===== src/rtl/arm_pipe_pkg.sv =====
// rtl/arm_pipe_pkg.sv - shared constants and types for the MEM/WB write-port sequencer
package arm_pipe_pkg;

    localparam int WB_EN_BIT    = 3;
    localparam int BASE_UPD_BIT = 2;
    localparam int REG_ADDR_W   = 4;

    typedef enum logic {
        IDLE   = 1'b0,
        SECOND = 1'b1
    } wb_state_t;

endpackage


===== src/rtl/sat_counter.sv =====
// rtl/sat_counter.sv - saturating up-counter with synchronous clear
module sat_counter #(
    parameter int WIDTH = 16
) (
    input  logic             clock,
    input  logic             clear,
    input  logic             inc,
    output logic [WIDTH-1:0] count
);

    always_ff @(posedge clock) begin
        if (clear) begin
            count <= '0;
        end else if (inc && (count != {WIDTH{1'b1}})) begin
            count <= count + 1'b1;
        end
    end

endmodule


===== src/rtl/wb_port_sequencer.sv =====
// rtl/wb_port_sequencer.sv - serialises result and base-register writes onto one register-file port
module wb_port_sequencer
    import arm_pipe_pkg::*;
#(
    parameter int DATA_W = 32,
    parameter int CNT_W  = 16
) (
    input  logic                  clock,
    input  logic                  reset,
    input  logic                  in_valid,
    input  logic [3:0]            control_wb,
    input  logic [REG_ADDR_W-1:0] address_wb,
    input  logic [REG_ADDR_W-1:0] address_reg_update,
    input  logic [DATA_W-1:0]     data1,
    input  logic [DATA_W-1:0]     data2,
    output logic                  stall,
    output logic                  rf_we,
    output logic [REG_ADDR_W-1:0] rf_waddr,
    output logic [DATA_W-1:0]     rf_wdata,
    output logic [CNT_W-1:0]      dual_count
);

    wb_state_t             state;
    logic [REG_ADDR_W-1:0] hold_addr;
    logic [DATA_W-1:0]     hold_data;

    logic res;
    logic base;
    logic dual;
    logic dual_go;
    logic unused_ctrl;

    assign unused_ctrl = ^control_wb[1:0];

    assign res     = in_valid & control_wb[WB_EN_BIT];
    assign base    = in_valid & control_wb[BASE_UPD_BIT];
    assign dual    = res & base & (address_wb != address_reg_update);
    assign dual_go = dual & (state == IDLE) & ~reset;

    // In IDLE the port follows the inputs directly; SECOND replays the held base write.
    always_comb begin
        stall    = 1'b0;
        rf_we    = 1'b0;
        rf_waddr = '0;
        rf_wdata = '0;
        if (!reset) begin
            case (state)
                IDLE: begin
                    stall = dual;
                    if (res) begin
                        rf_we    = 1'b1;
                        rf_waddr = address_wb;
                        rf_wdata = data2;
                    end else if (base) begin
                        rf_we    = 1'b1;
                        rf_waddr = address_reg_update;
                        rf_wdata = data1;
                    end
                end
                SECOND: begin
                    rf_we    = 1'b1;
                    rf_waddr = hold_addr;
                    rf_wdata = hold_data;
                end
                default: ;
            endcase
        end
    end

    always_ff @(posedge clock) begin
        if (reset) begin
            state     <= IDLE;
            hold_addr <= '0;
            hold_data <= '0;
        end else begin
            case (state)
                IDLE: begin
                    if (dual) begin
                        state     <= SECOND;
                        hold_addr <= address_reg_update;
                        hold_data <= data1;
                    end
                end
                SECOND:  state <= IDLE;
                default: state <= IDLE;
            endcase
        end
    end

    sat_counter #(
        .WIDTH (CNT_W)
    ) u_dual_cnt (
        .clock (clock),
        .clear (reset),
        .inc   (dual_go),
        .count (dual_count)
    );

endmodule


===== config.mk =====
export PLATFORM = sky130hd
export DESIGN_NAME = wb_port_sequencer
export DESIGN_NICKNAME = d
export VERILOG_FILES = /design/src/rtl/arm_pipe_pkg.sv /design/src/rtl/sat_counter.sv /design/src/rtl/wb_port_sequencer.sv
export SDC_FILE = /design/constraint.sdc
export NUM_CORES = 1
export LEC_CHECK = 0
export CORE_UTILIZATION = 45
export CTS_CLUSTER_DIAMETER = 40
export DETAILED_ROUTE_END_ITERATION = 12
export GPL_TIMING_DRIVEN = 0
export PLACE_DENSITY = 0.86
export REMOVE_ABC_BUFFERS = 1
export SLEW_MARGIN = 20
export SYNTH_ARGS = -nofsm -noshare
export SYNTH_HDL_FRONTEND = slang
export SYNTH_SLANG_ARGS = --single-unit

===== constraint.sdc =====
create_clock -name clock -period 3.1 [get_ports clock]
set_clock_uncertainty 0.2 [all_clocks]
set_input_delay 0.62 -clock clock [delete_from_list [all_inputs] [get_ports clock]]
set_output_delay 0.62 -clock clock [all_outputs]
set_load 0.1 [all_outputs]

==> results of run 1 <==
[cell usage in the layout (no fill, tap or decap), types with 2 or more instances in the layout]
cell	Yosys	final
a211oi_1	6	6
a21oi_1	39	39
a221oi_1	36	36
a311oi_1	2	2
a31o_2	2	2
and3_1	4	4
buf_12	0	2
buf_4	1	36
buf_6	5	8
clkbuf_8	0	6
clkdlybuf4s50_1	0	88
dfxtp_1	53	52
dlymetal6s2s_1	0	2
inv_1	3	3
nand2_1	76	75
nand2b_1	2	2
nand3_1	7	7
nor2_1	52	51
nor3_1	40	39
xnor2_1	7	7
xor2_1	4	4
[power by group through the flow]
stage | clock, mW | combinational, mW | sequential [mW]
final | 0.452 | 0.511 | 0.711
after global routing | 0.495 | 0.535 | 0.713
after CTS | 0.462 | 0.503 | 0.711
after detailed placement | 0 | 0.503 | 0.727
after global placement | 0 | 0.487 | 0.726
after floorplan | 0 | 0.286 | 0.730
[kinds of logic after synthesis]
logic type | synth area share
xor gates and xnor gates | 0.0332
buffers and inverters | 0.0656
and+or+nand+nor | 0.282
DFF | 0.366
muxes | 0.00863
adders and majority gates | 0.00432
AOI/OAI and AO/OA | 0.240
[layout make-up]
class,instances,area (µm²)
fillers,502,1730
inverters,4,15.0
clock buffers,5,68.8
repair buffers,140,1370
clock inverters,2,35.0
well taps,75,93.8
flip-flops and latches,53,1060
multi-input cells,299,1680
[metrics by stage]
stage | hold slack (ns) | worst slack, ns
floorplan | 0.231 | -1.98
global placement | 0.242 | -3.43
detailed placement | 0.247 | -1.18
CTS | 0.259 | -0.00688
global route | 0.281 | 0.000579
finish | 0.257 | 0.0404
[worst min-delay path: stages, from the launching register on]
cell and delay [ns]:
dfxtp_1 0.32, nand2_1 0.05, a21oi_1 0.05
[per-layer routing]
metal	track usage	up-vias	wire length [µm]
met5	0	-	0
met4	0.0509	0	140
met3	0.0473	14	902
met2	0.483	170	4540
met1	0.316	1595	3880
li1	-	1626	-
[state kept, by name, summed over array words and instances (netlist names)]
name / count
hold_data: 32
hold_addr: 4
state: 1
u_dual_cnt.count: 16
[how the worst max path moves through the flow]
stage               slack [ns]  cells after the start                  start      endpoint
floorplan                -1.98                      3  address_reg_update[3]         stall
global placement         -3.43                      5  address_reg_update[3]         stall
detailed placement       -1.18                      5          control_wb[3]   rf_wdata[7]
CTS                     -0.007                      5               in_valid  rf_wdata[24]
global route            0.0006                      6  address_reg_update[2]         stall
finish                    0.04                      6  address_reg_update[1]         stall
[repair_timing]
item	CTS	global route
pin swaps	1	2
setup endpoints to repair	38	27
setup buffers	3	0
resized for setup	268	7
hold buffers	0	0
cloned	0	3
==> results_dict.tcl, run 1 <==
set metrics [dict create \
    area_growth_pct 49.3 \
    post_drt_wl_per_cell_um 16.4 \
    clk_pin_slew_ns 0.08 \
    crit-reg2reg-capture "u_dual_cnt.count[15]" \
    gp_congestion 0.777 \
    critPathTopFamily "buffers and inverters" \
    drive_above_1_share 0.145 \
    antenna_found_initial 0 \
    reg2regPathDepth 7 \
    yosys.cell_types.count 42 \
    grt_pass1_vias 2999 \
    synth_edf_count 0 \
    rsz0062_at_grt "false" \
    place_hpwl_um 5850 \
    tightest_slew_ns 0.979 \
    combPwrFrac 0.305 \
    cellLeakagePower_nw 1.65 \
    finalCoreUtilization 0.714 \
    p_switching_mw 0.562 \
    crit_chain "clkdlybuf4s50_1, xor2_1, o41ai_4, buf_6, nor2_1, buf_4" \
    max_freq_ghz 0.327 \
    fin_nets 583 \
    seqPwrFrac 0.425 \
    placed_area_mm2 0.00422 \
    worstHoldStart "hold_data[4]" \
    max_stage_delay_ns 0.46 \
    cap_viol_max_count 0 \
    cts_tree "built" \
    routed_wl_um 9460 \
    p_total_mw 1.67 \
    grt_max_degree 57 \
    whs_path_depth 2 \
    end_kind "output pin" \
    syn_avg_cell_area_um2 7.43 \
    synth.cells.most_frequent "nand2_1, dfxtp_1, nor2_1" \
    syn_inst 390 \
    r2r_slack_ns 0.74 \
    start_util 0.478 \
    n_antenna_cell 0 \
    grt_util_all_layers 0.262 \
    cts.sinks 53 \
    finalHoldViolations 0 \
    outcome "finished, final reports clean" \
    clock_path_buffers 2 \
    synth.area.top_cells "dfxtp_1, a221oi_1, nand2_1" \
    cts_max_level 2 \
    setup_tns_ns 0 \
    first_iter_violations 211 \
    ys_seq_area_frac 0.366 \
    slowest_stage "clkdlybuf4s50_1" \
    ios 133 \
    die_h_um 82.2 \
    internal_power_mw 1.11 \
    place_inst 565 \
    p_per_area_mw_per_mm2 387 \
    synthArstFlopShare 0 \
    yosys.area.top_type "dfxtp_1" \
    die_area_mm2 0.00676 \
    crit_path_start_kind "input pin" \
    drc 0 \
    rows 28 \
    post-route-period-util 0.987 \
    crit_type "input pin to output pin" \
    holdPathEnd "hold_data[4]" \
    cts_buffers 5 \
    synth_top_cell_area_share 0.366 \
    stdcell_area_mm2 0.00433 \
    firstDrtPassIters 5 \
    worstHoldPathType "flip-flop to flip-flop" \
    r2r_start "state" \
    slew_violations 0 \
    crit_buf_inv 3 \
    switching_share 0.336 \
    instances_no_fill 578 \
    drtAntennaViolNets 0 \
    ys_warn_count 0 \
    portBuffers 130 \
    cp.required_ns 2.28 \
    die_w_um 82.2 \
    viasPerCell 5.89 \
    critPathMaxFanout 11 \
    ys.flop_type "dfxtp_1" \
    syn_area_mm2 0.00290 \
    core_area_mm2 0.00606 \
    max_slew_margin 0.345 \
    crit_arrival_ns 2.24 \
    clk_latency_ns 0.30 \
    setup_viol 0 \
    ir_drop_mv 0.241 \
    fin_crit_ns 3.06 \
    grt_pass1_wl_um 13800 \
    ys_ff_latch 53 \
    clkPwrFrac 0.270 \
    vias 3405 \
    ctsRootBufferMaster "clkbuf_8" \
    synthMostInstantiatedCell "nand2_1" \
    overflow 0 \
]
Note: power is estimated with default switching activity, not from simulation.
==> inputs of run 2 (changes only) <==
Settings changed: CORE_ASPECT_RATIO from default to 2.
==> results_dict.tcl, run 2 (synthesized netlist as in run 1, its figures left out) <==
set metrics [dict create \
    outcome "finished, final reports clean" \
    fin_nets 583 \
    seqPwrFrac 0.369 \
    crit-reg2reg-capture "u_dual_cnt.count[11]" \
    start_util 0.463 \
    cts.sinks 53 \
    crit_path_start_kind "input pin" \
    layout_commonest_cell "clkdlybuf4s50_1" \
    combPwrFrac 0.263 \
    internal_power_mw 1.33 \
    instances_no_fill 590 \
    die_area_mm2 0.00678 \
    post_drt_wl_per_cell_um 16.7 \
    cts_max_level 2 \
    gp_congestion 0.758 \
    tightest_slew_ns 0.986 \
    die_h_um 115 \
    routed_wl_um 9830 \
    setup_viol 0 \
    cp.required_ns 2.28 \
    cts_buffers 5 \
    crit_arrival_ns 2.25 \
    largest_reg_flops 32 \
    ctsHoldBuffers 0 \
    ir_drop_mv 0.316 \
    whs_path_depth 2 \
    worst_slack_ns 0.0331 \
    ctsRootBufferMaster "clkbuf_16" \
    max_freq_ghz 0.326 \
    rows 41 \
    grt_max_degree 80 \
    fin_crit_ns 3.07 \
    grt_pass1_vias 3289 \
    max_stage_delay_ns 0.45 \
    post-route-period-util 0.989 \
    holdPathEnd "hold_data[27]" \
    vias 3450 \
    die_w_um 58.7 \
    fin_hold_ws_ns 0.255 \
    grt_util_all_layers 0.288 \
    p_per_area_mw_per_mm2 440 \
    r2r_slack_ns 0.63 \
    portBuffers 130 \
    critPathTopFamily "buffers and inverters" \
    critPathMaxFanout 14 \
    cp.depth 6 \
    worstHoldStart "hold_data[27]" \
    area_growth_pct 51.2 \
    grt_pass1_wl_um 15300 \
    slowest_stage "clkdlybuf4s50_1" \
    startpoint "address_reg_update[1]" \
    reg2regPathDepth 8 \
    n_antenna_cell 0 \
    cellLeakagePower_nw 1.68 \
    drtAntennaViolNets 0 \
    worstHoldPathType "flip-flop to flip-flop" \
    p_switching_mw 0.593 \
    slew_violations 0 \
    end_kind "output pin" \
    final_cell_mix "clkdlybuf4s50_1, nand2_1, dfxtp_1, nor2_1, nor3_1" \
    antenna_found_initial 0 \
    reg.largest.list "hold_data x32, u_dual_cnt.count x16, hold_addr x4" \
    place_hpwl_um 6380 \
    regMostFlops "hold_data" \
    crit_buf_inv 3 \
    clk_latency_ns 0.29 \
    crit_type "input pin to output pin" \
    pre_cts_ws_ns -1.15 \
    ios 133 \
    clock_path_buffers 2 \
    drc 0 \
    max_slew_margin 0.340 \
    r2r_start "state" \
    core_area_mm2 0.00626 \
    switching_share 0.308 \
    clkPwrFrac 0.368 \
    firstDrtPassIters 5 \
    overflow 0 \
    place_inst 576 \
    first_iter_violations 287 \
    cap_viol_max_count 0 \
    viasPerCell 5.85 \
    crit_chain "clkdlybuf4s50_1, xor2_1, o41ai_4, buf_6, nor2_1, buf_4" \
    finalHoldViolations 0 \
    clk_pin_slew_ns 0.06 \
    cts_tree "built" \
    drive_above_1_share 0.145 \
]
==> run 2: worst max-delay path by stage <==
stage | slack (ns) | end
6_report | 0.03 | stall
5_1_grt | -0.001 | stall
4_1_cts | 0.009 | stall
3_5_place_dp | -1.15 | rf_wdata[15]
3_3_place_gp | -3.53 | stall
2_1_floorplan | -1.98 | stall
==> run 2: power by group through the flow <==
stage	Sequential (mW)	Clock, mW	Combinational, mW
floorplan	0.730	0	0.286
global placement	0.726	0	0.488
CTS	0.711	0.718	0.502
detailed placement	0.727	0	0.507
global route	0.713	0.750	0.531
finish	0.711	0.708	0.506
==> run 2: cell type report <==
class | instances | area, µm²
fillers | 517 | 1880
multi-input cells | 300 | 1690
repair buffers | 139 | 1310
flip-flops and latches | 53 | 1060
clock buffers | 5 | 125
well taps | 86 | 108
clock inverters | 3 | 65.1
inverters | 4 | 15.0
==> run 2: timing repair <==
action	4_1_cts	5_1_grt
cloned	2	0
pin swaps	4	3
endpoints found under the setup margin	40	35
setup buffers	4	0
gates resized for setup	252	8
==> run 2: metal layers <==
layer	part of all wire	wire, µm	GRT usage	vias up
met5	0	0	0	-
met4	0.033	323	0.140	0
met3	0.055	543	0.0402	27
met2	0.54	5340	0.508	152
met1	0.37	3620	0.331	1652
li1	-	-	-	1619
==> run 2: worst min-delay path: stages (launching register included) <==
cell and delay [ns]:
dfxtp_1 0.31, nand2_1 0.05, a21oi_1 0.05
==> run 2: per-stage QoR <==
stage                     power, mW   util  cell area, µm²  setup TNS, ns
final                          1.93  0.700            4380              0
after global routing           1.99  0.700            4380       -0.00117
after CTS                      1.93  0.697            4360              0
after detailed placement       1.23  0.678            4240         -44.56
after global placement         1.21  0.660            4130        -215.24
after floorplan                1.02      -            2720         -94.47
